<file path="src/rtl/booth_seq_mult.sv">
// Iterative signed radix-4 Booth multiplier.
// Emits one Booth window per cycle and accumulates the encoder-selected partial product.
module booth_seq_mult #(
  parameter int WIDTH = 8
) (
  input  logic               clk,
  input  logic               rst,
  input  logic               start,
  input  logic [WIDTH-1:0]   a,
  input  logic [WIDTH-1:0]   b,
  output logic [2:0]         win_o,
  input  logic [2:0]         enc_i,
  output logic               busy,
  output logic               done,
  output logic [2*WIDTH-1:0] product
);

  localparam int PW = 2 * WIDTH;
  localparam int CW = $clog2(WIDTH / 2) + 1;
  localparam logic [CW-1:0] LAST = CW'(WIDTH / 2 - 1);

  typedef enum logic [1:0] {
    IDLE,
    RUN,
    DONE
  } state_t;

  state_t        state;
  logic [PW-1:0] acc;
  logic [PW-1:0] mreg;
  logic [WIDTH:0] breg;
  logic [CW-1:0] cnt;

  logic [PW-1:0] mag;
  logic [PW-1:0] pp;
  logic [PW-1:0] term;

  assign win_o = breg[2:0];

  // zero wins over sign, so window 111 contributes nothing
  always_comb begin
    mag  = enc_i[1] ? mreg : {mreg[PW-2:0], 1'b0};
    pp   = '0;
    if (!enc_i[0]) begin
      pp = enc_i[2] ? (PW'(0) - mag) : mag;
    end
    term = pp << {cnt, 1'b0};
  end

  always_ff @(posedge clk or posedge rst) begin
    if (rst) begin
      state   <= IDLE;
      acc     <= '0;
      mreg    <= '0;
      breg    <= '0;
      cnt     <= '0;
      product <= '0;
      done    <= 1'b0;
      busy    <= 1'b0;
    end else begin
      case (state)
        IDLE: begin
          done <= 1'b0;
          if (start) begin
            mreg  <= {{WIDTH{a[WIDTH-1]}}, a};
            breg  <= {b, 1'b0};
            cnt   <= '0;
            acc   <= '0;
            busy  <= 1'b1;
            state <= RUN;
          end
        end
        RUN: begin
          acc  <= acc + term;
          breg <= {{2{breg[WIDTH]}}, breg[WIDTH:2]};
          cnt  <= cnt + CW'(1);
          if (cnt == LAST) begin
            product <= acc + term;
            done    <= 1'b1;
            state   <= DONE;
          end
        end
        DONE: begin
          done  <= 1'b0;
          busy  <= 1'b0;
          state <= IDLE;
        end
        default: begin
          done  <= 1'b0;
          busy  <= 1'b0;
          state <= IDLE;
        end
      endcase
    end
  end

endmodule

</file>
<file path="config.mk">
export PLATFORM = sky130hd
export DESIGN_NAME = booth_seq_mult
export DESIGN_NICKNAME = d
export VERILOG_FILES = /design/src/rtl/booth_seq_mult.sv
export SDC_FILE = /design/constraint.sdc
export NUM_CORES = 1
export LEC_CHECK = 0
export CAP_MARGIN = 20
export CORE_MARGIN = 4
export CORE_UTILIZATION = 30
export CTS_CLUSTER_SIZE = 40
export DETAILED_ROUTE_END_ITERATION = 12
export HOLD_SLACK_MARGIN = 0.02
export PLACE_DENSITY_LB_ADDON = 0.15
export RECOVER_POWER = 25
export SYNTH_ARGS = -nofsm -noshare
export SYNTH_HDL_FRONTEND = slang
export SYNTH_SLANG_ARGS = --single-unit
export TNS_END_PERCENT = 50
</file>
<file path="constraint.sdc">
create_clock -name clk -period 3.95 [get_ports clk]
set_input_delay 0.5925 -clock clk [delete_from_list [all_inputs] [get_ports clk]]
set_output_delay 0.5925 -clock clk [all_outputs]
set_load 0.005 [all_outputs]
</file>
# ---- Word-level counts from Yosys, hierarchy flattened
# Cells that the tools add are included.
dict set report word_totals {
  register_bits 56
  output_inout_bits 21
  elab_cells 42
}
dict set report op_classes {
  bitwise 1
  n_mux 16
  addsub 3
  n_eq_ne 4
  reduce_logical 8
  shift 1
}
# cell n
set op_table {}
lappend op_table {{$mux 16} 3}
lappend op_table {{$pmux 16 s2} 1}
lappend op_table {{$pmux 9 s2} 1}
lappend op_table {{$add 16x16->16} 1}
lappend op_table {{$shl 16x4->16} 1}
lappend op_table {{$reduce_and 2->1} 5}
lappend op_table {{$sub 1x9->10 const A} 1}
lappend op_table {{$mux 9} 1}
lappend op_table {{$mux 8} 1}
lappend op_table {{$pmux 3 s2} 1}
lappend op_table {{$mux 2} 2}
lappend op_table {{$ne 2x2->1 const B} 2}
lappend op_table {{$pmux 2 s2} 1}
lappend op_table {{$add 3x1->3 const B} 1}
lappend op_table {{$eq 3x2->1 const B} 1}
lappend op_table {{$mux 1} 3}
lappend op_table {{$mux 3} 1}
lappend op_table {{$reduce_and 3->1} 1}
lappend op_table {{$eq 2x1->1 const B} 1}
lappend op_table {{$logic_not 2->1} 1}
lappend op_table {{$pmux 1 s2} 1}
lappend op_table {{$reduce_bool 2->1} 1}
lappend op_table {{$not 1->1} 1}

# ---- Longest topological paths before layout
dict set report logic_depth {
  word_depth 7
  mapped_depth 18
  mapped_depth_nobuf 16
}

# ---- Worst setup path before layout
# OpenSTA, ideal clock, no wires.
dict set report synth_timing {
  kind {input port to flip-flop}
  from {input enc_i[2]}
  to {register product[15]}
  setup_slack_ns 0.301
  t_required_ns 3.825
  stages 17
  t_arrival_ns 3.525
  path_cell_list {clkbuf_1 clkbuf_1 o21ai_0 xor2_1 a21oi_1 nor2_1 a311oi_1 a21oi_1 a21oi_1 ha_1 o21a_1 o21a_1 o21ai_0 a32oi_1 xnor2_2 xnor2_1 mux2_2}
}
dict set report synth_via {
  elab_chain_len 4
}
# item line
set synth_lines {}
lappend synth_lines {{start: declaration} 12} ;# input logic [2:0] enc_i,
lappend synth_lines {{$mux 16} 45} ;# pp = enc_i[2] ? (PW'(0) - mag) : mag;
lappend synth_lines {{$mux 16} 44} ;# if (!enc_i[0]) begin
lappend synth_lines {{$shl 16x4->16} 47} ;# term = pp << {cnt, 1'b0};
lappend synth_lines {{$add 16x16->16} 78} ;# product <= acc + term;
lappend synth_lines {{end signal: assignment} 78}
lappend synth_lines {{end: declaration} 15} ;# output logic [2*WIDTH-1:0] product
# No other way between the ends.
# A chain may end at the register's enable or synchronous reset.

# ---- Worst setup path in the final report
dict set report layout_timing {
  from {input enc_i[1]}
  to {register product[15]}
}
dict set report layout_via {
  elab_chain_len 6
}
# item line
set layout_lines {}
lappend layout_lines {{$mux 8 (*)} 42} ;# mag = enc_i[1] ? mreg : {mreg[PW-2:0], 1'b0};
lappend layout_lines {{$sub 1x9->10} 45}
lappend layout_lines {{$mux 16 (*)} 45}
lappend layout_lines {{$mux 16 (*)} 44}
lappend layout_lines {{$shl 16x4->16 (*)} 47}
lappend layout_lines {{$add 16x16->16 (*)} 78}
# Mark *: on every way between the ends. The rest lies on a longest branch, timed or not.

==> results.py <==
metrics = {
    "run_status": {
        "status": "complete, no violations",
    },
    "timing": {
        "max-slew-margin-rel": 0.0892,
        "fin_crit_sh": 0.956,
        "fmax_mhz": 265,
        "hold_ws_ps": 479,
        "finalSetupViolations": 0,
        "fin_skew_ps": 6.93,
        "slew_viol_final": 0,
        "finalSetupTns_ps": 0,
        "min_period_ps": 3780,
        "hold_violations": 0,
        "max_slew.worst_pin.slew_ps": 1360,
    },
    "pwr": {
        "p_clk_frac": 0.107,
        "powerDensity_nw_per_um2": 878,
        "p_sw_mw": 1.81,
        "p_sw_frac": 0.423,
        "internal_power_mw": 2.47,
        "p_leak_nw": 2.17,
        "p_seq_frac": 0.258,
        "ir_worst_vdd_v": 0.000345,
        "power_frac_comb": 0.635,
    },
    "clock_network": {
        "cts_tree": "built",
        "cts_hold_buffers": 0,
        "clock_path_buffers": 2,
        "clkTransAtPathRegs_ps": 70,
        "h-tree-depth": 2,
        "numCtsBuffers": 5,
        "clock_latency_ps": 300,
        "cts.sinks": 56,
        "clock-root-buffer": "clkbuf_16",
    },
    "worst_setup_path": {
        "critical_path_arrival_ps": 3970,
        "cp_slowest_cell": "clkdlybuf4s50_1",
        "crit_chain": "clkdlybuf4s50_1, buf_6, mux2_2, buf_4, o311ai_4, a211o_1, nand2_1, a21oi_2, a21oi_1, ha_1, o21a_1, o21a_1, o21ai_2, a32oi_2, xnor2_2, xnor2_1, mux2_2",
        "critical_path_class": "primary input to register",
        "endpoint_kind": "register",
        "start_kind": "primary input",
        "max_stage_delay_ps": 480,
        "required_ps": 4140,
        "critical_path_peak_fanout": 9,
    },
    "floorplan": {
        "die_h_um": 118,
        "core_um2": 12000,
        "initial_core_util": 0.305,
        "die-width_um": 118,
        "floorplan.die_area_um2": 14000,
        "io_pins": 43,
        "rows": 40,
    },
    "logic_synthesis": {
        "synth_edf_count": 0,
        "synthArstFlopShare": 1.00,
        "syn_inst": 420,
        "synth-main-ff-cell": "dfrtp_1",
        "synthTopCellsByCount": "dfrtp_1, nand2_1, o21ai_0",
        "synth_largest_area_cell": "dfrtp_1",
        "synth.area.top_cells": "dfrtp_1, o21ai_0, ha_1, nand2_1, a21oi_1",
        "synth-seq-cells": 56,
        "synth_fp_nets": 460,
        "ys_types": 53,
        "postSynthAreaPerCell_um2": 8.68,
        "yosysSeqAreaShare": 0.384,
        "synth_warnings": 0,
        "synthesis.area_um2": 3650,
        "synth_top_area_frac": 0.384,
    },
    "grt": {
        "grt_pass1_vias": 3270,
        "grt_pass1_wl_um": 16300,
        "grt_max_degree": 35,
        "grt_antenna_before_repair": 0,
        "gr-total-overflow": 0,
        "track_usage": 0.139,
    },
    "placed_design": {
        "gp_congestion": 0.788,
        "port-buffer-count": 42,
        "dp_hpwl_um": 6970,
        "placed_area_um2": 4600,
    },
    "drt": {
        "first_pass_iters": 4,
        "vias_per_cell": 4.96,
        "wl_per_cell_um": 14.5,
        "routed-via-count": 3242,
        "routed_wl_um": 9490,
        "route.detailed.drc": 0,
        "ant_nets": 0,
        "drtIter0Drc": 115,
    },
    "finish": {
        "layout.nets": 547,
        "n_antenna_cell": 0,
        "drive_gt1_frac": 0.229,
        "finish.instance_area_um2": 4880,
        "syn_to_final_growth_pct": 33.8,
    },
    "flow_run": {
        "maxCapViolCount": 0,
    },
    "hold_path": {
        "hold_class": "register to register",
    },
}
## sequential cells by signal, summed over array words and instances (netlist names)
| signal | flops |
|---|---|
| acc | 16 |
| breg | 9 |
| busy | 1 |
| cnt | 3 |
| done | 1 |
| mreg | 8 |
| product | 16 |
| state | 2 |
## stage by stage
step	power, mW	worst slack (ps)	util	std cells
2_1_floorplan	2.67	301	-	420
3_3_place_gp	3.64	-344	0.385	643
3_5_place_dp	3.67	-321	0.385	643
4_1_cts	4.17	4.30	0.397	650
5_1_grt	4.72	-7.74	0.408	654
6_report	4.28	173	0.408	654
## kinds of logic (layout without fill, tap and decap cells)
family	Yosys count	in the layout	synth area share
and+or+nand+nor	133	133	0.163
AOI/OAI and AO/OA	130	130	0.229
DFF	56	56	0.384
buffers and inverters	44	131	0.0528
muxes	21	21	0.0618
adders and majority gates	18	18	0.0638
xor gates and xnor gates	18	18	0.0453
## worst max-delay path, delay by kind of cell
kind | cells | cell delay [ps]
and+or+nand+nor | 1 | 90
muxes | 2 | 600
AOI/OAI and AO/OA | 8 | 1250
buffers and inverters | 3 | 780
xor gates and xnor gates | 2 | 310
adders and majority gates | 1 | 340
## path summary, 6_finish.rpt
kind                            cells past startpoint                     from  slack, ps                       to
worst max-delay path                               17                 enc_i[1]        170  product[15]$_DFFE_PP0P_
worst min-delay path                                2  product[10]$_DFFE_PP0P_        480  product[10]$_DFFE_PP0P_
worst max register to register                     17      mreg[3]$_DFFE_PP0P_        230  product[15]$_DFFE_PP0P_
worst min register to register                      2  product[10]$_DFFE_PP0P_        480  product[10]$_DFFE_PP0P_
max in group asynchronous                           3                      rst       1800      acc[12]$_DFFE_PP0P_
min in group asynchronous                           2                      rst       1120      breg[2]$_DFFE_PP0P_
## per-layer routing
metal / routed length [µm] / up-vias / track usage
met4: 91 / 0 / 0.0337
met5: 0 / - / 0
li1: - / 1663 / -
met1: 4890 / 1534 / 0.195
met3: 204 / 8 / 0.0206
met2: 4300 / 37 / 0.227
## power by group through the flow
stage | Clock (mW) | Sequential, mW | Combinational (mW)
finish | 0.459 | 1.10 | 2.72
global route | 0.500 | 1.15 | 3.06
CTS | 0.479 | 1.10 | 2.59
detailed placement | 0 | 1.10 | 2.57
global placement | 0 | 1.10 | 2.54
floorplan | 0 | 1.01 | 1.66
## area by class of cell
| type | count | area, µm² |
|---|---|---|
| fillers | 1207 | 7080 |
| multi-input cells | 320 | 2160 |
| flip-flops and latches | 56 | 1400 |
| repair buffers | 111 | 945 |
| well taps | 147 | 184 |
| clock buffers | 5 | 125 |
| inverters | 13 | 48.8 |
| clock inverters | 2 | 16.3 |
## cell usage in the layout, fill, tap and decap left out, types with 4 or more instances in the layout
cell type,instances
o21ai_0,37
mux2i_1,9
clkdlybuf4s50_1,39
a211o_1,4
xor2_1,9
inv_1,11
o21bai_1,4
o21a_1,4
ha_1,17
nor2_1,38
nand3_1,8
a21oi_1,29
nand2_1,56
xnor2_1,8
clkbuf_16,5
o22ai_1,9
a21oi_2,4
nor3_1,5
dfrtp_1,56
o21ai_1,6
a21o_1,5
mux2_2,12
buf_4,68
## what timing repair did
item,in CTS,in global routing
setup buffers,0,4
setup endpoints to repair,2,14
resized for setup,2,27
cloned,0,0
pin swaps,0,13
Power figures use the tool's default switching activity.
